**src/rtl/lcd_ctrl.sv**
```systemverilog
// lcd_ctrl: HD44780 bus-cycle timing engine driven by a software GO edge.
// Ports: i_io_lcd control word in, o_lcd_status poll word out, LCD pad pins.
module lcd_ctrl #(
  parameter int T_AS   = 3,
  parameter int T_PW   = 12,
  parameter int T_H    = 2,
  parameter int T_EXEC = 2000,
  parameter int T_LONG = 82000
) (
  input  logic        i_clk,
  input  logic        i_reset,
  input  logic [31:0] i_io_lcd,
  output logic [31:0] o_lcd_status,
  output logic        o_lcd_on,
  output logic        o_lcd_en,
  output logic        o_lcd_rs,
  output logic        o_lcd_rw,
  output logic [7:0]  o_lcd_data,
  output logic        o_lcd_data_oe,
  input  logic [7:0]  i_lcd_data
);

  localparam int M1 = (T_LONG > T_EXEC) ? T_LONG : T_EXEC;
  localparam int M2 = (T_PW > T_AS) ? T_PW : T_AS;
  localparam int M3 = (M1 > M2) ? M1 : M2;
  localparam int MAXT = (M3 > T_H) ? M3 : T_H;
  localparam int CW = $clog2(MAXT + 1);

  localparam logic [CW-1:0] AS_L = CW'(T_AS - 1);
  localparam logic [CW-1:0] PW_L = CW'(T_PW - 1);
  localparam logic [CW-1:0] H_L  = CW'(T_H - 1);
  localparam logic [CW-1:0] EX_L = CW'(T_EXEC - 1);
  localparam logic [CW-1:0] LG_L = CW'(T_LONG - 1);

  typedef enum logic [2:0] {
    S_IDLE,
    S_SETUP,
    S_PULSE,
    S_HOLD,
    S_EXEC
  } state_e;

  state_e        state_q;
  logic [CW-1:0] cnt_q;
  logic          go_q;
  logic          rs_q;
  logic          rw_q;
  logic [7:0]    dat_q;
  logic          ovr_q;
  logic          busy_q;
  logic [7:0]    rd_q;
  logic          on_q;
  logic          en_q;
  logic          prs_q;
  logic          prw_q;
  logic [7:0]    pdat_q;
  logic          poe_q;

  logic go_edge;
  logic cnt_zero;
  logic is_long;
  logic unused_bits;

  assign go_edge  = i_io_lcd[10] & ~go_q;
  assign cnt_zero = (cnt_q == '0);
  // clear (0x01) and home (0x02/0x03) need the long execution wait
  assign is_long  = ~rs_q & (dat_q[7:2] == 6'd0) & (dat_q[1:0] != 2'd0);
  assign unused_bits = ^i_io_lcd[30:12];

  always_ff @(posedge i_clk or posedge i_reset) begin
    if (i_reset) begin
      go_q <= 1'b1;
      on_q <= 1'b0;
    end else begin
      go_q <= i_io_lcd[10];
      on_q <= i_io_lcd[31];
    end
  end

  // edges outside IDLE are dropped; a drop beats a same-cycle clear
  always_ff @(posedge i_clk or posedge i_reset) begin
    if (i_reset) begin
      ovr_q <= 1'b0;
    end else if (go_edge && state_q != S_IDLE) begin
      ovr_q <= 1'b1;
    end else if (i_io_lcd[11]) begin
      ovr_q <= 1'b0;
    end
  end

  always_ff @(posedge i_clk or posedge i_reset) begin
    if (i_reset) begin
      state_q <= S_IDLE;
      cnt_q   <= '0;
      rs_q    <= 1'b0;
      rw_q    <= 1'b0;
      dat_q   <= 8'h00;
      busy_q  <= 1'b0;
      rd_q    <= 8'h00;
      en_q    <= 1'b0;
      prs_q   <= 1'b0;
      prw_q   <= 1'b1;
      pdat_q  <= 8'h00;
      poe_q   <= 1'b0;
    end else begin
      unique case (state_q)
        S_IDLE: begin
          if (go_edge) begin
            state_q <= S_SETUP;
            cnt_q   <= AS_L;
            rs_q    <= i_io_lcd[9];
            rw_q    <= i_io_lcd[8];
            dat_q   <= i_io_lcd[7:0];
            busy_q  <= 1'b1;
            prs_q   <= i_io_lcd[9];
            prw_q   <= i_io_lcd[8];
            pdat_q  <= i_io_lcd[7:0];
            poe_q   <= ~i_io_lcd[8];
          end
        end
        S_SETUP: begin
          if (cnt_zero) begin
            state_q <= S_PULSE;
            cnt_q   <= PW_L;
            en_q    <= 1'b1;
          end else begin
            cnt_q <= cnt_q - 1'b1;
          end
        end
        S_PULSE: begin
          if (cnt_zero) begin
            state_q <= S_HOLD;
            cnt_q   <= H_L;
            en_q    <= 1'b0;
            if (rw_q) rd_q <= i_lcd_data;
          end else begin
            cnt_q <= cnt_q - 1'b1;
          end
        end
        S_HOLD: begin
          if (cnt_zero) begin
            state_q <= S_EXEC;
            cnt_q   <= is_long ? LG_L : EX_L;
            prs_q   <= 1'b0;
            prw_q   <= 1'b1;
            pdat_q  <= 8'h00;
            poe_q   <= 1'b0;
          end else begin
            cnt_q <= cnt_q - 1'b1;
          end
        end
        S_EXEC: begin
          if (cnt_zero) begin
            state_q <= S_IDLE;
            busy_q  <= 1'b0;
          end else begin
            cnt_q <= cnt_q - 1'b1;
          end
        end
        default: begin
          state_q <= S_IDLE;
          cnt_q   <= '0;
          busy_q  <= 1'b0;
          en_q    <= 1'b0;
          prs_q   <= 1'b0;
          prw_q   <= 1'b1;
          pdat_q  <= 8'h00;
          poe_q   <= 1'b0;
        end
      endcase
    end
  end

  assign o_lcd_status  = {22'd0, ovr_q, busy_q, rd_q};
  assign o_lcd_on      = on_q;
  assign o_lcd_en      = en_q;
  assign o_lcd_rs      = prs_q;
  assign o_lcd_rw      = prw_q;
  assign o_lcd_data    = pdat_q;
  assign o_lcd_data_oe = poe_q;

endmodule

```
**config.mk**
```make
export PLATFORM = sky130hd
export DESIGN_NAME = lcd_ctrl
export DESIGN_NICKNAME = d
export VERILOG_FILES = /design/src/rtl/lcd_ctrl.sv
export SDC_FILE = /design/constraint.sdc
export NUM_CORES = 1
export LEC_CHECK = 0
export CAP_MARGIN = 20
export CORE_AREA = 2 2 107 68
export CTS_CLUSTER_SIZE = 10
export DETAILED_ROUTE_END_ITERATION = 12
export DIE_AREA = 0 0 109 70
export PLACE_DENSITY_LB_ADDON = 0.1
export RECOVER_POWER = 100
export SYNTH_ARGS = -nofsm -noshare
export SYNTH_HDL_FRONTEND = slang
export SYNTH_SLANG_ARGS = --single-unit
```
**constraint.sdc**
```tcl
create_clock -name i_clk -period 2.6 [get_ports i_clk]
set_input_delay 0.52 -clock i_clk [delete_from_list [all_inputs] [get_ports i_clk]]
set_output_delay 0.52 -clock i_clk [all_outputs]
set_load 0.01 [all_outputs]
```
==> results by group <==
Worst setup path
  – Critical Path End Type: register
  – Critical register-to-register path startpoint: cnt_q[0]
  – Worst setup path class: reg2reg
  – CP startpoint kind: register
  – WP data required: 2.80 ns
  – Arrival time at the worst endpoint: 2.58 ns
  – Critical path peak fanout: 11
  – Worst Reg-to-Reg Cells: 8
  – Worst R2R Setup Slack: 0.22 ns
  – RR Endpoint: o_lcd_data[6]

Clock network
  – Clock-pin slew on the worst setup and hold paths: 0.10 ns
  – H-tree levels: 2
  – Number of buffers created by CTS: 5
  – Maximum count of clock buffers along a single path: 2
  – Clk sinks: 54
  – CTS tree: yes
  – Post-CTS Hold Buffers: 0
  – Clk Latency, worst-skew pair: 0.31 ns
  – Clock Tree Root: clkbuf_8

Floorplanning
  – Core Rows: 24
  – Total core area: 6820 um2
  – Top-Level Pins: 87
  – Die Span Y: 70 um
  – Die outline area: 7630 um2
  – Starting Density: 42.8%
  – Die Wd: 109 um

Yosys
  – Most frequent cell after synthesis: dfrtp_1
  – Synth unique cells: 62
  – Count of flip-flops with a built-in enable after synthesis: 0
  – Portion of synthesized cell area occupied by the leading cell type: 44.6%
  – Combinational family with the most area after synthesis: simple AND/OR/NAND/NOR gates
  – Most frequent cells after synthesis: dfrtp_1, nand2_1, buf_4, nor2_1
  – Netlist area before placement: 2920 um2
  – Share of the synthesized area in compound gates (AO/OA/AOI/OAI): 14.2%
  – Sequential element share of the synthesized area: 46.4%
  – Synthesized-area fraction occupied by adder cells: 0.857%
  – Cells taking the most area after synthesis: dfrtp_1, buf_4, nand2_1
  – Synth Instances: 298
  – Basic-gate share of the synthesized area counting and, or, nand and nor cells: 23.1%
  – Portion of netlist area occupied by mux cells: 3.09%
  – Most instantiated flip-flop cell in the synthesis netlist: dfrtp_1
  – Async set-or-reset flop fraction in the synthesized netlist: 100%
  – #FFs+latches synth: 54
  – Share of the synthesized netlist area taken by xor and xnor gates: 2.10%
  – Mean cell area of the mapped netlist: 9.80 um2
  – Top cell type by total area after synthesis: dfrtp_1
  – Synthesis Warnings: 0

STA
  – # setup viols final: 0
  – Worst setup skew after layout: 0.0132 ns
  – Actual slew at the worst max-slew pin: 1.32 ns
  – Final count of pins violating max slew: 0
  – RSZ-0062 raised after global routing: false
  – Slew HR: 12.1%
  – FMAX: 0.420 GHz
  – Crit path time final: 2.38 ns
  – Number of hold violations in the final report: 0
  – Total negative slack: 0 ns
  – Tcrit/Tclk final: 91.5%

Status
  – Outcome: finished clean

Route
  – Violation count after the first detailed-routing iteration: 121
  – Detail Route Antenna Nets: 0
  – Total length of routed wires: 6680 um
  – Overall via count from detail_route: 2299
  – Residual DRC count: 0
  – Number of optimization iterations in the first detailed-route pass: 4
  – Number of vias per cell after detailed routing: 5.29
  – Routed wirelength normalized by instance count: 15.4 um

Pwr
  – PwrDens: 989 nW/um2
  – Static leakage: 1.59 nW
  – Peak supply drop: 0.408 mV

Hold path
  – Hold path cells: 2
  – Destination of the worst hold path: o_lcd_rw
  – HP Start: o_lcd_rw
  – Worst hold-check path type: reg2reg

Global routing
  – Global-route wire length before repair: 11200 um
  – Vias in the first global route: 2199
  – Pin count of the biggest net entering global routing: 55
  – GRT Resource Usage Total: 18.6%
  – Global-route congestion overflow total: 0
  – Number of antenna violations at the first check in global routing: 0

Layout
  – Number of nets in the layout: 387
  – Synthesis-to-layout area growth: 19.0%
  – Post-route standard cell area excluding fillers: 3470 um2
  – Count of filler cells inserted in the layout: 654
  – Register area: 1350 um2
  – Layout Utilization: 51.0%
  – Area of the multi-input gates: 1350 um2
  – Fraction of final layout cells with drive strength greater than 1: 11.3%
  – Ant diodes: 0
  – Fin cells: 435

Placement
  – Dpl cells: 427
  – Global placement routability congestion: 0.856
  – HPWL Detailed: 4870 um
  – # port buffers: 45
  – Instance area at placement: 3390 um2

Job
  – Max cap viols: 0
## worst max path at each step
stage	startpoint	end	slack, ns	depth (start not counted)
final	cnt_q[0]	o_lcd_data[6]	0.22	8
after global routing	cnt_q[0]	cnt_q[14]	0.07	8
after CTS	cnt_q[0]	rd_q[6]	0.12	7
after detailed placement	cnt_q[0]	rd_q[6]	0.13	7
after global placement	cnt_q[0]	cnt_q[14]	0.16	8
after floorplan	cnt_q[0]	rd_q[1]	0.68	8
## report_power, final
part | total, W | internal [W] | leakage (nW) | switching (W)
Combinational | 0.00140 | 0.000672 | 0.856 | 0.000729
Sequential | 0.00146 | 0.00115 | 0.683 | 0.000317
Clock | 0.000570 | 0.000288 | 0.0514 | 0.000283
## worst max-delay path, cell delays in order (launching register included)
cell and delay [ns]:
dfrtp_1 0.41, inv_1 0.14, ha_1 0.17, nor4b_4 0.30, and4_2 0.39, clkbuf_1 0.27, nand3_4 0.11, and3_4 0.26
a22o_1 0.20
## per-layer routing
layer,up-vias,wire [um],global-route usage (%)
met3,5,467,3.73
met2,74,2680,25.2
li1,1096,-,-
met4,0,41,3.85
met5,-,0,0
met1,1124,3490,30.3
## flip-flops by register name, indices dropped and copies added, names as in the netlist, 3 cells and up
name,flops
dat_q,8
cnt_q,17
rd_q,8
state_q,3
o_lcd_data,8
## cell usage in the layout, fill, tap and decap left out, types with 3 or more instances in the layout
cell type         n
dfrtp_1          52
nand2_1          47
dlygate4sd3_1    26
conb_1           22
nor2_1           19
clkdlybuf4s50_1  19
o21ai_0          14
nor3_1           14
a22o_1            9
inv_1             8
a21oi_1           8
nand3_1           7
mux2_2            7
xor2_1            6
buf_4             6
o211ai_1          5
clkbuf_8          5
nor4_1            4
clkbuf_1          4
a31oi_1           3
o2111ai_1         3
## kinds of logic (layout without fill, tap and decap cells)
logic type | Yosys count | count (layout)
flops | 54 | 54
simple gates | 119 | 119
mux | 8 | 8
other cells | 1 | 22
compound gates | 60 | 60
fa+ha+maj | 2 | 2
buf+inv | 47 | 72
xor+xnor | 7 | 7
## area by class of cell
| cell class | instances | share of cell area (%) |
|---|---|---|
| sequential | 54 | 39.0 |
| multi-input combinational | 218 | 38.9 |
| timing repair buffer | 55 | 14.7 |
| tap | 91 | 3.28 |
| clock buffer | 6 | 2.09 |
| clock inverter | 2 | 1.08 |
| inverter | 9 | 0.973 |
## what timing repair did
action | in CTS | in global routing
resized for setup | 0 | 3
setup buffers | 0 | 0
setup endpoints to repair | 0 | 3
## per-stage QoR
step / worst slack (ns) / hold WS (ns) / total power, W
5_1_grt: 0.0732 / 0.517 / 0.00371
2_1_floorplan: 0.684 / 0.446 / 0.00242
3_3_place_gp: 0.160 / 0.458 / 0.00288
6_report: 0.221 / 0.477 / 0.00344
4_1_cts: 0.121 / 0.484 / 0.00350
3_5_place_dp: 0.131 / 0.460 / 0.00291
Note: power is estimated with default switching activity, not from simulation.
